--- config.mk ---
export PLATFORM = sky130hd
export DESIGN_NAME = csa_accum_ctrl
export DESIGN_NICKNAME = d
export VERILOG_FILES = /design/src/rtl/csa_pkg.sv /design/src/rtl/csa_3to2.sv /design/src/rtl/csa_accum_ctrl.sv
export SDC_FILE = /design/constraint.sdc
export NUM_CORES = 1
export LEC_CHECK = 0
export ABC_CLOCK_PERIOD_IN_PS = 4200
export CORE_MARGIN = 3
export CORE_UTILIZATION = 50
export DETAILED_ROUTE_END_ITERATION = 12
export GPL_TIMING_DRIVEN = 0
export PLACE_DENSITY = 0.73
export SYNTH_ARGS = -nofsm -noshare
export SYNTH_HDL_FRONTEND = slang
export SYNTH_SLANG_ARGS = --single-unit
--- constraint.sdc ---
create_clock -name clk -period 4.2 [get_ports clk]
set_input_delay 0.84 -clock clk [delete_from_list [all_inputs] [get_ports clk]]
set_output_delay 0.84 -clock clk [all_outputs]
set_load 0.01 [all_outputs]
--- src/rtl/csa_pkg.sv ---
// Shared defaults and controller state type for the carry-save accumulator.
package csa_pkg;

  localparam int unsigned WIDTH_DEF = 64;
  localparam int unsigned CNT_W_DEF = 8;

  typedef enum logic [1:0] {
    ACCUM   = 2'd0,
    RESOLVE = 2'd1,
    DONE    = 2'd2
  } state_t;

endpackage

--- src/rtl/csa_3to2.sv ---
// 3:2 carry-save compressor: bitwise sum plus majority carry shifted up one place.
module csa_3to2 #(
  parameter int unsigned WIDTH = 64
) (
  input  logic [WIDTH-1:0] x,
  input  logic [WIDTH-1:0] y,
  input  logic [WIDTH-1:0] z,
  output logic [WIDTH-1:0] sum,
  output logic [WIDTH-1:0] carry
);

  logic [WIDTH-1:0] w_maj;

  always_comb begin
    sum   = x ^ y ^ z;
    w_maj = (x & y) | (x & z) | (y & z);
    // Carry out of the MSB is dropped; the result is modulo 2^WIDTH.
    carry = {w_maj[WIDTH-2:0], 1'b0};
  end

endmodule

--- src/rtl/csa_accum_ctrl.sv ---
// Packet accumulator: operands are summed in carry-save form and resolved
// by a single carry-propagate add once the last operand has been accepted.
module csa_accum_ctrl
  import csa_pkg::*;
#(
  parameter int unsigned WIDTH = WIDTH_DEF,
  parameter int unsigned CNT_W = CNT_W_DEF
) (
  input  logic             clk,
  input  logic             rst_n,
  input  logic             in_valid,
  output logic             in_ready,
  input  logic [WIDTH-1:0] in_data,
  input  logic             in_last,
  output logic             out_valid,
  input  logic             out_ready,
  output logic [WIDTH-1:0] out_sum,
  output logic [CNT_W-1:0] out_count
);

  state_t           r_state;
  state_t           w_next_state;
  logic [WIDTH-1:0] r_s;
  logic [WIDTH-1:0] r_c;
  logic [CNT_W-1:0] r_count;
  logic [WIDTH-1:0] r_out_sum;
  logic [WIDTH-1:0] w_csa_sum;
  logic [WIDTH-1:0] w_csa_carry;
  logic [WIDTH-1:0] w_resolve_sum;
  logic             w_accept;

  csa_3to2 #(
    .WIDTH (WIDTH)
  ) u_csa (
    .x     (r_s),
    .y     (r_c),
    .z     (in_data),
    .sum   (w_csa_sum),
    .carry (w_csa_carry)
  );

  assign w_resolve_sum = r_s + r_c;

  always_ff @(posedge clk or negedge rst_n) begin
    if (!rst_n) begin
      r_state <= ACCUM;
    end else begin
      r_state <= w_next_state;
    end
  end

  always_comb begin
    w_next_state = r_state;
    case (r_state)
      ACCUM:   if (w_accept && in_last) w_next_state = RESOLVE;
      RESOLVE: w_next_state = DONE;
      DONE:    if (out_ready) w_next_state = ACCUM;
      default: w_next_state = ACCUM;
    endcase
  end

  always_comb begin
    in_ready  = (r_state == ACCUM);
    out_valid = (r_state == DONE);
    w_accept  = in_valid && in_ready;
  end

  always_ff @(posedge clk or negedge rst_n) begin
    if (!rst_n) begin
      r_s       <= '0;
      r_c       <= '0;
      r_count   <= '0;
      r_out_sum <= '0;
    end else begin
      case (r_state)
        ACCUM: begin
          if (w_accept) begin
            r_s <= w_csa_sum;
            r_c <= w_csa_carry;
            if (r_count != '1) r_count <= r_count + CNT_W'(1);
          end
        end
        RESOLVE: r_out_sum <= w_resolve_sum;
        DONE: begin
          if (out_ready) begin
            r_s     <= '0;
            r_c     <= '0;
            r_count <= '0;
          end
        end
        default: ;
      endcase
    end
  end

  assign out_sum   = r_out_sum;
  assign out_count = r_count;

endmodule
==> results.py <==
metrics = {
    "outcome": {
        "outcome": "finished, final reports clean",
    },
    "timing": {
        "clock_skew_ps": 9.73,
        "hold_viol": 0,
        "worstMarginPinSlew_ps": 812,
        "relSlewSlack": 0.459,
        "holdWs_ps": 332,
        "slew_viol_final": 0,
        "max_freq_ghz": 0.297,
        "setup_violations": 0,
        "rsz0062_at_grt": "no",
        "fin_crit_sh": 0.801,
        "fin_crit_ps": 3360,
    },
    "routing": {
        "drt_pre_antenna_iters": 5,
        "drc_errors": 0,
        "drtIter0Drc": 721,
        "viasPerCell": 5.94,
        "drt_wl_total_um": 32200,
        "vias": 9895,
        "postRouteAntennaNets": 0,
        "wire_per_inst_um": 19.3,
    },
    "power_and_ir_drop": {
        "switchingPower_w": 0.00500,
        "power_frac_seq": 0.311,
        "power_per_cell_area_nw_per_um2": 792,
        "pwr-share-comb": 0.529,
        "ir_worst_vdd_v": 0.000409,
        "swShare": 0.429,
        "p_leak_nw": 6.77,
        "clock_power_share": 0.160,
        "p_int_w": 0.00666,
    },
    "clock_network": {
        "cts_made_buffers": 23,
        "cts.clk_slew.worst_paths_ps": 60,
        "cts.path.max_buffers": 3,
        "cts_resized": 0,
        "cts_setup_buffers": 0,
        "clock_latency_ps": 520,
        "cts-root-buf": "clkbuf_16",
        "cts_hold_buf": 0,
        "cts_tree": "built",
        "htreeDepth": 1,
        "cts.sinks": 201,
    },
    "global_routing": {
        "globalRouteTotalUtil": 0.250,
        "grt_pass1_wl_um": 53100,
        "antenna_found_initial": 0,
        "gr-total-overflow": 0,
        "grt_pass1_vias": 9977,
        "grt_start_max_net_pins": 107,
    },
    "logic_synthesis": {
        "yosysSeqAreaShare": 0.412,
        "avgSynthCellArea_sq_um": 10.4,
        "ys.flop_type": "dfrtp_1",
        "synth.cell_area_sq_um": 12200,
        "synthTopCellsByArea": "dfrtp_1, fa_1, a22o_1, ha_1, nand2_1",
        "async_reset_ff_frac": 1.00,
        "synth_cells": 1168,
        "synth_top_area_frac": 0.412,
        "synth_edf_count": 0,
        "synth_nets": 1364,
        "synth_most_common_cell": "dfrtp_1",
        "yosysTopAreaCell": "dfrtp_1",
        "synth-seq-cells": 201,
        "synth_cell_type_count": 63,
        "yosysWarnings": 0,
        "synth_common_cells": "dfrtp_1, nand2_1, a22o_1, o21ai_0, a21oi_1",
    },
    "floorplan": {
        "io_pins": 143,
        "die_area_sq_um": 26300,
        "rows": 56,
        "die_y_um": 162,
        "start_util": 0.514,
        "coreArea_sq_um": 23800,
        "die_x_um": 162,
    },
    "critical_path": {
        "path_delay_family": "compound AO/OA/AOI/OAI gates",
        "worstPathArrival_ps": 3740,
        "reg2reg_depth": 10,
        "path_buf_inv": 0,
        "crit_cells": 10,
        "setup.worst_path.class": "reg -> reg",
        "cp_cell_sequence": "ha_1 -> a21oi_1 -> o21bai_1 -> a221o_1 -> o211ai_1 -> a211oi_2 -> o21ai_1 -> o221ai_1 -> xnor2_1 -> o21ai_0",
        "start_kind": "register",
        "critPathRequiredTime_ps": 4570,
        "critical_path.max_fanout": 6,
        "cp-end-kind": "register",
        "slowest_stage": "dfrtp_1",
        "cpPeakStageDelay_ps": 410,
    },
    "placed_design": {
        "dp.cells": 1630,
        "dp_hpwl_um": 24300,
        "dpl_cell_area_sq_um": 14100,
        "port_buffers": 142,
        "gp_congestion": 0.925,
    },
    "layout": {
        "finalInstanceArea_sq_um": 14700,
        "syn_to_final_growth_pct": 20.7,
        "stdcell_count": 1667,
        "final_core_util": 0.620,
        "drive_above_1_share": 0.0334,
        "fill_cells": 1969,
        "n_antenna_cell": 0,
        "fin_nets": 1532,
    },
    "job": {
        "maxCapViolations": 0,
    },
    "worst_hold_path": {
        "hp-class": "in -> async",
    },
}
worst register-to-register path, cell delays in order (launching register included):
cell and delay [ps]:
dfrtp_1 410, ha_1 400, a21oi_1 390, o21bai_1 110
a221o_1 400, o211ai_1 340, a211oi_2 170, o21ai_1 260
o221ai_1 290, xnor2_1 320, o21ai_0 140
power by group through the flow:
stage	clock network (W)	logic, W	registers, W
floorplan	0	0.00407	0.00357
global placement	0	0.00592	0.00362
detailed placement	0	0.00611	0.00364
CTS	0.00189	0.00616	0.00363
global route	0.00199	0.00690	0.00375
finish	0.00187	0.00617	0.00363
cells by family after synthesis:
group / Yosys count / synth area share
xor gates and xnor gates: 60 / 0.0431
DFF: 201 / 0.412
and+or+nand+nor: 266 / 0.101
muxes: 2 / 0.00164
buffers and inverters: 87 / 0.0276
AOI/OAI and AO/OA: 425 / 0.246
adders and majority gates: 127 / 0.169
final timing paths:
path / slack (ps) / startpoint / end
worst max-delay path: 840 / r_s[11]$_DFFE_PN0P_ / out_sum[46]$_DFFE_PN0N_
worst min-delay path: 330 / rst_n / r_s[16]$_DFFE_PN0P_
worst max register to register: 840 / r_s[11]$_DFFE_PN0P_ / out_sum[46]$_DFFE_PN0N_
worst min register to register: 470 / out_sum[4]$_DFFE_PN0N_ / out_sum[4]$_DFFE_PN0N_
max in group asynchronous: 2870 / rst_n / r_s[53]$_DFFE_PN0P_
min in group clk: 470 / out_sum[4]$_DFFE_PN0N_ / out_sum[4]$_DFFE_PN0N_
metal layers:
layer / track usage / wire, um / vias to the layer above
li1: - / - / 4612
met1: 0.359 / 14700 / 4952
met2: 0.401 / 15100 / 274
met3: 0.0355 / 1590 / 57
met4: 0.0679 / 856 / 0
met5: 0 / 0 / -
registers in the layout (all words and copies together) (netlist names):
| name | flops |
|---|---|
| out_count | 8 |
| r_s | 64 |
| out_sum | 64 |
| r_c | 63 |
| r_state | 2 |
per-stage QoR:
stage                     worst slack (ps)  setup TNS, ps  total power (W)
after CTS                              875              0           0.0117
after floorplan                       1320              0          0.00764
after global routing                   666              0           0.0126
final                                  835              0           0.0117
after detailed placement               724              0          0.00974
after global placement               -6200       -1244240          0.00954
layout by cell type (no fill, tap or decap), types with 22 or more instances in the layout:
master	instances
nand2_1	126
dfrtp_1	201
a21o_1	45
clkbuf_1	66
nor2_1	46
fa_1	63
xor2_1	35
clkdlybuf4s50_1	141
inv_1	22
o21ai_0	81
a21oi_1	73
ha_1	64
clkbuf_16	23
nand4_1	24
a22o_1	125
xnor2_1	25
area by class of cell:
type / count / area, sq um / area share
Buffer: 65 / 254 / 0.0173
Clock buffer: 34 / 627 / 0.0426
Clock inverter: 3 / 43.8 / 0.00297
Inverter: 22 / 82.6 / 0.00561
Multi-Input combinational cell: 880 / 6830 / 0.464
Sequential cell: 201 / 5030 / 0.342
Tap cell: 319 / 399 / 0.0271
Timing Repair Buffer: 143 / 1450 / 0.0988
Note: power is estimated with default switching activity, not from simulation.
